==> src/rtl/game_sequencer_pkg.sv <==
`default_nettype none
// ============================================================================
// Module      : game_sequencer_pkg
// Description : Shared definitions for the game-flow controller: FSM state
//               encodings (also decoded by the playfield logic), BCD score
//               geometry, and helpers for the score adder and the invader
//               step period.
// Revision    : 1.0 - initial release
// ============================================================================
package game_sequencer_pkg;

    // State encodings seen on the 'state' output.
    localparam logic [2:0] ST_IDLE     = 3'd0;
    localparam logic [2:0] ST_PLAY     = 3'd1;
    localparam logic [2:0] ST_PAUSE    = 3'd2;
    localparam logic [2:0] ST_RESPAWN  = 3'd3;
    localparam logic [2:0] ST_LEVELUP  = 3'd4;
    localparam logic [2:0] ST_GAMEOVER = 3'd5;

    // Score is four BCD digits {thousands, hundreds, tens, ones}.
    localparam int          c_BCD_W      = 4;
    localparam int          c_BCD_DIGITS = 4;
    localparam logic [15:0] c_SCORE_MAX  = 16'h9990;

    // Adds pts (clamped to 9) to the tens digit and ripples the decimal
    // carry upward. A carry out of the thousands digit pins the score at
    // its maximum. The ones digit is never touched.
    function automatic logic [15:0] bcdAddTens(input logic [15:0] scoreIn,
                                               input logic [3:0]  pts);
        logic [15:0] res;
        logic [3:0]  addend;
        logic [4:0]  sum;
        logic        carry;
        res   = scoreIn;
        carry = 1'b0;
        for (int d = 1; d < c_BCD_DIGITS; d++) begin
            addend = (d == 1) ? ((pts > 4'd9) ? 4'd9 : pts) : 4'd0;
            sum    = {1'b0, res[d*c_BCD_W +: c_BCD_W]} + {1'b0, addend}
                   + {4'd0, carry};
            if (sum > 5'd9) begin
                carry = 1'b1;
                sum   = sum - 5'd10;
            end else begin
                carry = 1'b0;
            end
            res[d*c_BCD_W +: c_BCD_W] = sum[3:0];
        end
        if (carry) begin
            res = c_SCORE_MAX;
        end
        return res;
    endfunction

    // Frames per invader step for a given level, floored at minP.
    function automatic logic [7:0] stepPeriodFor(input logic [3:0] lvl,
                                                 input int initP,
                                                 input int decP,
                                                 input int minP);
        int p;
        p = initP - decP * (int'(lvl) - 1);
        if (p < minP) begin
            p = minP;
        end
        return 8'(p);
    endfunction

endpackage : game_sequencer_pkg
`default_nettype wire

==> src/rtl/game_sequencer_btn_edge.sv <==
`default_nettype none
// ============================================================================
// Module      : game_sequencer_btn_edge
// Description : Two-flop synchronizer followed by a rising-edge detector for
//               one raw, asynchronous push button.
//   clk    in  : system clock
//   rst_n  in  : asynchronous active-low reset
//   btnRaw in  : raw button level
//   rise   out : high for one cycle, two cycles after the level is captured
// Revision    : 1.0 - initial release
// ============================================================================
module game_sequencer_btn_edge
    import game_sequencer_pkg::*;
(
    input  logic clk,
    input  logic rst_n,
    input  logic btnRaw,
    output logic rise
);

    logic r_meta;
    logic r_sync;
    logic r_prev;

    always_ff @(posedge clk or negedge rst_n) begin
        if (!rst_n) begin
            r_meta <= 1'b0;
            r_sync <= 1'b0;
            r_prev <= 1'b0;
        end else begin
            r_meta <= btnRaw;
            r_sync <= r_meta;
            r_prev <= r_sync;
        end
    end

    // Decoded from flops only, so the consumer sees it on the edge after
    // the level reaches r_sync.
    assign rise = r_sync & ~r_prev;

endmodule : game_sequencer_btn_edge
`default_nettype wire

==> src/rtl/game_sequencer.sv <==
`default_nettype none
// ============================================================================
// Module      : game_sequencer
// Description : Game-flow controller for the Space Invaders VGA design.
//               Derives a per-frame tick from vCount, schedules invader
//               steps and runs the attract/play/pause/respawn/level-up/
//               game-over state machine. Owns lives, level and BCD score.
//   Inputs  : clk, rst_n, vCount[9:0], BtnStart, BtnPause, player_hit,
//             inv_landed, inv_cleared, kill_valid, kill_pts[3:0]
//   Outputs : state[2:0], play_en, frame_tick, invader_step, field_reset,
//             lives[1:0], level[3:0], score[15:0] (all registered)
// Revision    : 1.0 - initial release
// ============================================================================
module game_sequencer
    import game_sequencer_pkg::*;
#(
    parameter int LIVES_INIT  = 3,
    parameter int FRAME_LINE  = 480,
    parameter int STEP_INIT   = 32,
    parameter int STEP_DEC    = 4,
    parameter int STEP_MIN    = 4,
    parameter int HOLD_FRAMES = 60
) (
    input  logic        clk,
    input  logic        rst_n,
    input  logic [9:0]  vCount,
    input  logic        BtnStart,
    input  logic        BtnPause,
    input  logic        player_hit,
    input  logic        inv_landed,
    input  logic        inv_cleared,
    input  logic        kill_valid,
    input  logic [3:0]  kill_pts,
    output logic [2:0]  state,
    output logic        play_en,
    output logic        frame_tick,
    output logic        invader_step,
    output logic        field_reset,
    output logic [1:0]  lives,
    output logic [3:0]  level,
    output logic [15:0] score
);

    localparam logic [9:0] c_FRAME_LINE = 10'(FRAME_LINE);
    localparam logic [1:0] c_LIVES_INIT = 2'(LIVES_INIT);
    localparam logic [7:0] c_STEP_INIT  = 8'(STEP_INIT);
    localparam logic [7:0] c_HOLD_LAST  = 8'(HOLD_FRAMES - 1);
    localparam logic [3:0] c_LEVEL_MAX  = 4'd15;

    logic w_startRise;
    logic w_pauseRise;

    game_sequencer_btn_edge u_startEdge (
        .clk    (clk),
        .rst_n  (rst_n),
        .btnRaw (BtnStart),
        .rise   (w_startRise)
    );

    game_sequencer_btn_edge u_pauseEdge (
        .clk    (clk),
        .rst_n  (rst_n),
        .btnRaw (BtnPause),
        .rise   (w_pauseRise)
    );

    // Frame event: first cycle of the trigger line. Registered into
    // frame_tick, and used directly so invader_step lands on the same edge.
    logic r_vMatchPrev;
    logic w_vMatch;
    logic w_frameEvt;

    assign w_vMatch   = (vCount == c_FRAME_LINE);
    assign w_frameEvt = w_vMatch & ~r_vMatchPrev;

    logic [7:0]  r_stepCnt;
    logic [7:0]  r_stepPeriod;
    logic [7:0]  r_holdCnt;

    logic [2:0]  w_nextState;
    logic [1:0]  w_lives;
    logic [3:0]  w_level;
    logic [3:0]  w_levelInc;
    logic [15:0] w_score;
    logic [7:0]  w_stepCnt;
    logic [7:0]  w_stepPeriod;
    logic [7:0]  w_holdCnt;
    logic        w_invStep;
    logic        w_fieldReset;

    assign w_levelInc = (level == c_LEVEL_MAX) ? c_LEVEL_MAX : level + 4'd1;

    always_comb begin
        w_nextState  = state;
        w_lives      = lives;
        w_level      = level;
        w_score      = score;
        w_stepCnt    = r_stepCnt;
        w_stepPeriod = r_stepPeriod;
        w_holdCnt    = r_holdCnt;
        w_invStep    = 1'b0;
        w_fieldReset = 1'b0;

        // Step counting only advances while playing; every other state
        // leaves it alone so a pause or respawn resumes mid-interval.
        if (state == ST_PLAY && w_frameEvt) begin
            if (r_stepCnt == r_stepPeriod - 8'd1) begin
                w_invStep = 1'b1;
                w_stepCnt = 8'd0;
            end else begin
                w_stepCnt = r_stepCnt + 8'd1;
            end
        end

        case (state)
            ST_IDLE: begin
                if (w_startRise) begin
                    w_nextState  = ST_PLAY;
                    w_lives      = c_LIVES_INIT;
                    w_level      = 4'd1;
                    w_score      = 16'h0000;
                    w_stepCnt    = 8'd0;
                    // A fresh game starts from the level-1 period, not
                    // whatever the previous game reached.
                    w_stepPeriod = stepPeriodFor(4'd1, STEP_INIT, STEP_DEC, STEP_MIN);
                    w_fieldReset = 1'b1;
                end
            end

            ST_PLAY: begin
                // Hold timers always start from zero on entry.
                w_holdCnt = 8'd0;
                // Kills still score on the cycle the player leaves PLAY.
                if (kill_valid) begin
                    w_score = bcdAddTens(score, kill_pts);
                end
                if (inv_landed) begin
                    w_nextState = ST_GAMEOVER;
                    w_lives     = 2'd0;
                end else if (player_hit) begin
                    if (lives == 2'd1) begin
                        w_nextState = ST_GAMEOVER;
                        w_lives     = 2'd0;
                    end else begin
                        w_nextState = ST_RESPAWN;
                        w_lives     = lives - 2'd1;
                    end
                end else if (inv_cleared) begin
                    w_nextState = ST_LEVELUP;
                end else if (w_pauseRise) begin
                    w_nextState = ST_PAUSE;
                end
            end

            ST_PAUSE: begin
                if (w_pauseRise) begin
                    w_nextState = ST_PLAY;
                end
            end

            ST_RESPAWN, ST_LEVELUP: begin
                if (w_frameEvt) begin
                    if (r_holdCnt == c_HOLD_LAST) begin
                        w_nextState = ST_PLAY;
                        w_holdCnt   = 8'd0;
                        if (state == ST_LEVELUP) begin
                            w_level      = w_levelInc;
                            w_stepCnt    = 8'd0;
                            w_stepPeriod = stepPeriodFor(w_levelInc, STEP_INIT,
                                                         STEP_DEC, STEP_MIN);
                            w_fieldReset = 1'b1;
                        end
                    end else begin
                        w_holdCnt = r_holdCnt + 8'd1;
                    end
                end
            end

            ST_GAMEOVER: begin
                if (w_startRise) begin
                    w_nextState = ST_IDLE;
                end
            end

            default: begin
                w_nextState = ST_IDLE;
            end
        endcase
    end

    always_ff @(posedge clk or negedge rst_n) begin
        if (!rst_n) begin
            state        <= ST_IDLE;
            play_en      <= 1'b0;
            frame_tick   <= 1'b0;
            invader_step <= 1'b0;
            field_reset  <= 1'b0;
            lives        <= 2'd0;
            level        <= 4'd0;
            score        <= 16'h0000;
            r_vMatchPrev <= 1'b0;
            r_stepCnt    <= 8'd0;
            r_stepPeriod <= c_STEP_INIT;
            r_holdCnt    <= 8'd0;
        end else begin
            state        <= w_nextState;
            play_en      <= (w_nextState == ST_PLAY);
            frame_tick   <= w_frameEvt;
            invader_step <= w_invStep;
            field_reset  <= w_fieldReset;
            lives        <= w_lives;
            level        <= w_level;
            score        <= w_score;
            r_vMatchPrev <= w_vMatch;
            r_stepCnt    <= w_stepCnt;
            r_stepPeriod <= w_stepPeriod;
            r_holdCnt    <= w_holdCnt;
        end
    end

endmodule : game_sequencer
`default_nettype wire
==> config.mk <==
export PLATFORM = sky130hd
export DESIGN_NAME = game_sequencer
export DESIGN_NICKNAME = d
export VERILOG_FILES = /design/src/rtl/game_sequencer_pkg.sv /design/src/rtl/game_sequencer_btn_edge.sv /design/src/rtl/game_sequencer.sv
export SDC_FILE = /design/constraint.sdc
export NUM_CORES = 1
export LEC_CHECK = 0
export CAP_MARGIN = 15
export CORE_MARGIN = 1.5
export CORE_UTILIZATION = 39
export CTS_CLUSTER_SIZE = 24
export DETAILED_ROUTE_END_ITERATION = 10
export DONT_BUFFER_PORTS = 1
export HOLD_SLACK_MARGIN = 0.1
export PLACE_DENSITY = 0.58
export RECOVER_POWER = 25
export SYNTH_ARGS = -nofsm -noshare
export SYNTH_HDL_FRONTEND = slang
export SYNTH_SLANG_ARGS = --single-unit
export TNS_END_PERCENT = 100
==> constraint.sdc <==
create_clock -name clk -period 4.5 [get_ports clk]
set_clock_uncertainty 0.1 [all_clocks]
set_input_delay 0.9 -clock clk [delete_from_list [all_inputs] [get_ports clk]]
set_output_delay 0.9 -clock clk [all_outputs]
set_load 0.05 [all_outputs]
# Word level (Yosys, flattened, before mapping)
# Index checks and enable logic that the tools add are counted.
# word_totals
out_inout_bits	29
ff_bits	60
inputBits	22
# op_classes
n_mux	62
reduce_logical	11
bitwise	6
n_lt_le_gt_ge	5
eq_ne	18
add_sub_neg	13
# op_table
op	n
$mux 8	13
$mux 16	3
$pmux 8 s2	3
$mux 4	9
$pmux 16 s2	1
$mux 3	10
$add 8x1->8 const B	2
$gt 5x4->1 const B	3
$mux 1	15
$pmux 3 s5	1
$sub 4x4->4 const B	3
$add 4x1->5	2
$eq 10x9->1 const B	1
$eq 8x6->1 const B	1
$eq 8x8->1	1
$lt 8x4->1 const B	1
$mux 2	4
$ne 2x2->1 const B	4
$pmux 4 s2	1
$sub 7x7->8 const A	1
$sub 8x1->8 const B	1
$eq 3x1->1 const B	2
$eq 3x2->1 const B	2
$eq 3x3->1 const B	2
21 further kinds	29

# Longest topological paths before layout
# logic_depth
word_depth	20
ltp_mapped	21
mapped_depth_nobuf	21

# Modules after synthesis
# A second synthesis with hierarchy kept.
# hier_totals
hier_cells	387
area_unflattened_um2	3602.2
# by_module_without_submodules
mod	area_per_inst_um2	seq_area_each_um2	cells_per_inst	n_inst
game_sequencer	3424.5	1202.4	379	1
game_sequencer_btn_edge	88.8	75.1	4	2

# Worst setup path after synthesis
# Ideal clock, no wire load.
# synth_path
kind	input to register
start	input port kill_pts[2]
end	register score[5]
t_arrival_ns	4.969
path_slack_ns	-0.636
n_path_buf	0
stages	21
cell_sequence	o21ai_0 nand2b_1 ha_1 inv_1 fa_1 nor2b_1 o21ai_0 nand2_1 a21o_1 ha_1 ha_1 o21ai_0 or2_2 a2bb2oi_1 ha_1 ha_1 or2_2 a21oi_1 o21bai_1 a2111oi_0 a221o_1
# synth_via
elab_chain_len	20
elab_cells_between_ends	22
cone_classes	add/sub: 4; order compare: 4; mux: 14
# synth_lines
element	line	rtl
start: declaration	game_sequencer.sv:33	input logic [3:0] kill_pts,
$gt 4x4->1	-	
$mux 4 (*)	game_sequencer_pkg.sv:37	addend = (d == 1) ? ((pts > 4'd9) ? 4'd9 : pts) : 4'd0;
$add 4x4->5 (*)	game_sequencer_pkg.sv:38	sum = {1'b0, res[d*c_BCD_W +: c_BCD_W]} + {1'b0, addend}
$gt 5x4->1	game_sequencer_pkg.sv:40	if (sum > 5'd9) begin
$mux 1	game_sequencer_pkg.sv:40	
$mux 1	game_sequencer.sv:134	if (kill_valid) begin
$mux 1	game_sequencer.sv:115	case (state)
$add 4x1->5	game_sequencer_pkg.sv:39	+ {4'd0, carry};
(+4 left out)	-	
$add 4x1->5	game_sequencer_pkg.sv:39	
$gt 5x4->1	game_sequencer_pkg.sv:40	
$mux 1	game_sequencer_pkg.sv:40	
$mux 1	game_sequencer.sv:134	
$mux 1	game_sequencer.sv:115	
$mux 16 (*)	game_sequencer_pkg.sv:48	if (carry) begin
$mux 16 (*)	game_sequencer.sv:134	
$pmux 16 s2 (*)	game_sequencer.sv:115	
end signal: assignment	game_sequencer.sv:213	score <= w_score;
end: declaration	game_sequencer.sv:41	output logic [15:0] score
# Every way passes the cells marked *; elsewhere a longest branch is shown, timed or not. The select of a mux whose other input is x is not followed.
# A chain may end at the register's enable or synchronous reset.

# Worst setup path in the final report
# layout_path
start	input port kill_pts[2]
end	register score[10]
# layout_via
elab_chain_len	20
elab_cells_between_ends	22
cone_classes	add/sub: 4; order compare: 4; mux: 14
# layout_lines
element	line
$gt 4x4->1	-
$mux 4 (*)	game_sequencer_pkg.sv:37
$add 4x4->5 (*)	game_sequencer_pkg.sv:38
$gt 5x4->1 (*)	game_sequencer_pkg.sv:40
$mux 1 (*)	game_sequencer_pkg.sv:40
$mux 1 (*)	game_sequencer.sv:134
$mux 1 (*)	game_sequencer.sv:115
$add 4x1->5 (*)	game_sequencer_pkg.sv:39
(+4 left out)	-
$add 4x1->5	game_sequencer_pkg.sv:39
$gt 5x4->1	game_sequencer_pkg.sv:40
$mux 1	game_sequencer_pkg.sv:40
$mux 1	game_sequencer.sv:134
$mux 1	game_sequencer.sv:115
$mux 16 (*)	game_sequencer_pkg.sv:48
$mux 16 (*)	game_sequencer.sv:134
$pmux 16 s2 (*)	game_sequencer.sv:115
# Marked as above.

==> run summary <==
status -> complete, no violations
Sinks on Clock Net -> 54
Total Routed Length -> 7730 um
combinational share of power -> 0.438
pre-CTS WS -> -125 ps
Slew @ Worst Pin -> 863 ps
Max Slew Vio Count -> 0
crit path DAT -> 4430 ps
GRT Util Overall -> 0.171
first-pass GRT wire length -> 13500 um
Post-synth EDFFs -> 0
GRT overflow -> 0
Unique masters post-synth -> 66
CP endpoint kind -> flip-flop
Post-Syn Area -> 0.00350 sq mm
power share of the sequential group -> 0.411
Area Overhead vs Synth -> 12.4%
H-tree Lvls -> 2
Period minus WS final -> 4280 ps
vias per cell -> 5.61
max_slew headroom -> 0.424
DRC errors left -> 0
core area -> 0.00872 sq mm
Ys Warns -> 0
vias -> 2891
final setup vio count -> 0
Seq/Total Area, Yosys -> 0.387
antenna-violating nets left -> 0
#FFs+latches synth -> 54
CP Data Required Time -> 4660 ps
Clk pwr share -> 0.150
crit share post-route -> 0.950
number of buffers created by CTS -> 5
startpoint types -> input pin
final worst slack -> 224 ps
die height -> 97.7 um
Top Ports -> 51
hold slack -> 157 ps
MaxCap Viol Count -> 0
ys flop type -> dfrtp_1
synthesized area per cell -> 9.08 sq um
RSZ-0062 raised after global routing -> false
# rows -> 34
power density over cell area -> 479 mW/mm^2
hold crit path type -> input pin to asynchronous set/reset pin
worst skew pair latency -> 320 ps
net switching fraction of the power -> 0.466
FF/Latch Area -> 0.00135 sq mm
GP Congestion -> 0.822
Max Fanout on Critical Path -> 4
Initial Utilization -> 0.401
Fillers -> 852
via count of the first global-routing pass -> 2875
Bufs on Longest Clock Path -> 2
Ant. Diodes -> 0
number of nets in the layout -> 450
drt pass-1 iters -> 5
classification of the worst setup path -> input pin to flip-flop
layout cells sized above 1 -> 0.150
Die ar. -> 0.00954 sq mm
area of the multi-input gates -> 0.00210 sq mm
DP Wirelength -> 5860 um
1st-iter DRT viols -> 129
FMAX -> 234 MHz
Lkg Pwr -> 1.71 nW
Reg clk slew, reported paths -> 110 ps
sw power -> 0.877 mW
Die X -> 97.7 um
CTS Root Cell -> clkbuf_8
Sum Neg Setup Slack -> 0 ps
Internal -> 1.01 mW
Cells after Synth -> 385
Synth async-reset ratio -> 1.00
initial antenna violation count -> 0
Routed wire per std cell -> 15.0 um
pin count of the biggest net entering global routing -> 55
Setup Buffers After CTS -> 0
Hold Vio Cnt, Final -> 0
IO buf count -> 0
CTS tree -> yes
worst vdd ir -> 0.000273 V
## power by group through the flow
stage | Combinational (mW) | Clock (mW) | Sequential, mW
2_1_floorplan | 0.549 | 0 | 0.813
3_3_place_gp | 0.822 | 0 | 0.788
3_5_place_dp | 0.828 | 0 | 0.789
4_1_cts | 0.834 | 0.295 | 0.779
5_1_grt | 0.938 | 0.320 | 0.794
6_report | 0.826 | 0.283 | 0.775
## kinds of logic (layout without fill, tap and decap cells)
group | count (synthesis) | in the layout | synth area share
and+or+nand+nor | 140 | 140 | 0.220
AOI/OAI and AO/OA | 114 | 114 | 0.210
DFF | 54 | 54 | 0.387
buffers and inverters | 31 | 50 | 0.0411
adders and majority gates | 22 | 22 | 0.0809
xor gates and xnor gates | 18 | 18 | 0.0451
muxes | 5 | 5 | 0.0150
other | 1 | 4 | 0.00107
## worst paths after layout
| check | to | slack (ps) | startpoint | cells after the start |
|---|---|---|---|---|
| min in group clk | u_pauseEdge.r_sync | 260 | u_pauseEdge.r_meta | 0 |
| setup / recovery | score[10] | 220 | kill_pts[2] | 21 |
| hold reg to reg | u_pauseEdge.r_sync | 260 | u_pauseEdge.r_meta | 0 |
| max in group asynchronous | r_stepPeriod[5] | 3950 | rst_n | 0 |
| setup reg to reg | score[10] | 540 | score[4] | 19 |
| hold / removal | invader_step | 160 | rst_n | 0 |
## layout make-up
type                       instances  area share
clock inverter                     3     0.00605
clock buffer                       5      0.0175
inverter                          18      0.0172
sequential                        54       0.344
tap                              108      0.0344
timing repair buffer              24      0.0458
multi-input combinational        303       0.535
## cells in the final DEF, fill, tap and decap left out, types with 11 or more instances in the layout
master,Yosys,final
dfrtp_1,53,53
ha_1,21,16
nand2b_1,12,12
nand3_1,18,18
o21ai_0,42,38
inv_1,18,17
a21oi_1,19,16
xor2_1,12,11
nor2_1,20,20
buf_4,4,24
nand2_1,33,33
## state kept, by name (all words and copies together), names as in the netlist
| register | flops |
|---|---|
| level | 4 |
| r_stepCnt | 8 |
| r_vMatchPrev | 1 |
| play_en | 1 |
| r_holdCnt | 8 |
| field_reset | 1 |
| invader_step | 1 |
| state | 3 |
| score | 12 |
| u_pauseEdge.r_sync | 1 |
| u_startEdge.r_meta | 1 |
| u_pauseEdge.r_meta | 1 |
| u_pauseEdge.r_prev | 1 |
| r_stepPeriod | 6 |
| lives | 2 |
| frame_tick | 1 |
| u_startEdge.r_prev | 1 |
| u_startEdge.r_sync | 1 |
## what timing repair did
action	in CTS	in global routing
hold buffers	0	0
hold endpoints to repair	0	0
gates resized for setup	0	3
setup endpoints to repair	0	4
## metal layers
layer / global-route usage / routed length [um]
met1: 0.220 / 3630
met2: 0.285 / 3650
met4: 0.0385 / 89
met5: 0 / 0
met3: 0.0468 / 366
## cells in the mapped netlist, types with 5 or more instances
master    number  area (sq um)
a31oi_1        5          31.3
o21ai_0       42           210
a21oi_1       19          95.1
and2_1         5          31.3
and3_1         8          50.1
nand4_1        6          37.5
nor2b_1        7          43.8
dfrtp_1       53          1330
ha_1          21           263
inv_1         18          67.6
nor3b_1        6          45.0
nor3_1         8          40.0
o31ai_1        9          67.6
nand2b_1      12          75.1
nand3_1       18          90.1
nor2_1        20          75.1
xnor2_1        6          52.6
nand2_1       33           124
a211oi_1       6          45.0
xor2_1        12           105
## per-stage QoR
step | util | instances | total power, mW | instance area [sq um]
floorplan | - | 388 | 1.36 | 3590
global placement | 0.440 | 507 | 1.61 | 3830
detailed placement | 0.440 | 507 | 1.62 | 3830
CTS | 0.450 | 515 | 1.91 | 3930
global route | 0.451 | 515 | 2.05 | 3930
finish | 0.451 | 515 | 1.88 | 3930
## critical path: stages
cell and delay, ps:
o21ai_1 50, nand2b_1 70, ha_2 180, inv_2 40, fa_2 390, xor2_2 150, nand2_1 80, a21o_1 200
ha_2 200, ha_4 280, o21ai_1 60, or2_4 290, a2bb2oi_4 150, ha_4 160, ha_4 200, or2_4 220
a21oi_2 140, o21bai_1 140, buf_4 160, o31ai_1 210, a22o_1 160
Note: power is estimated with default switching activity, not from simulation.
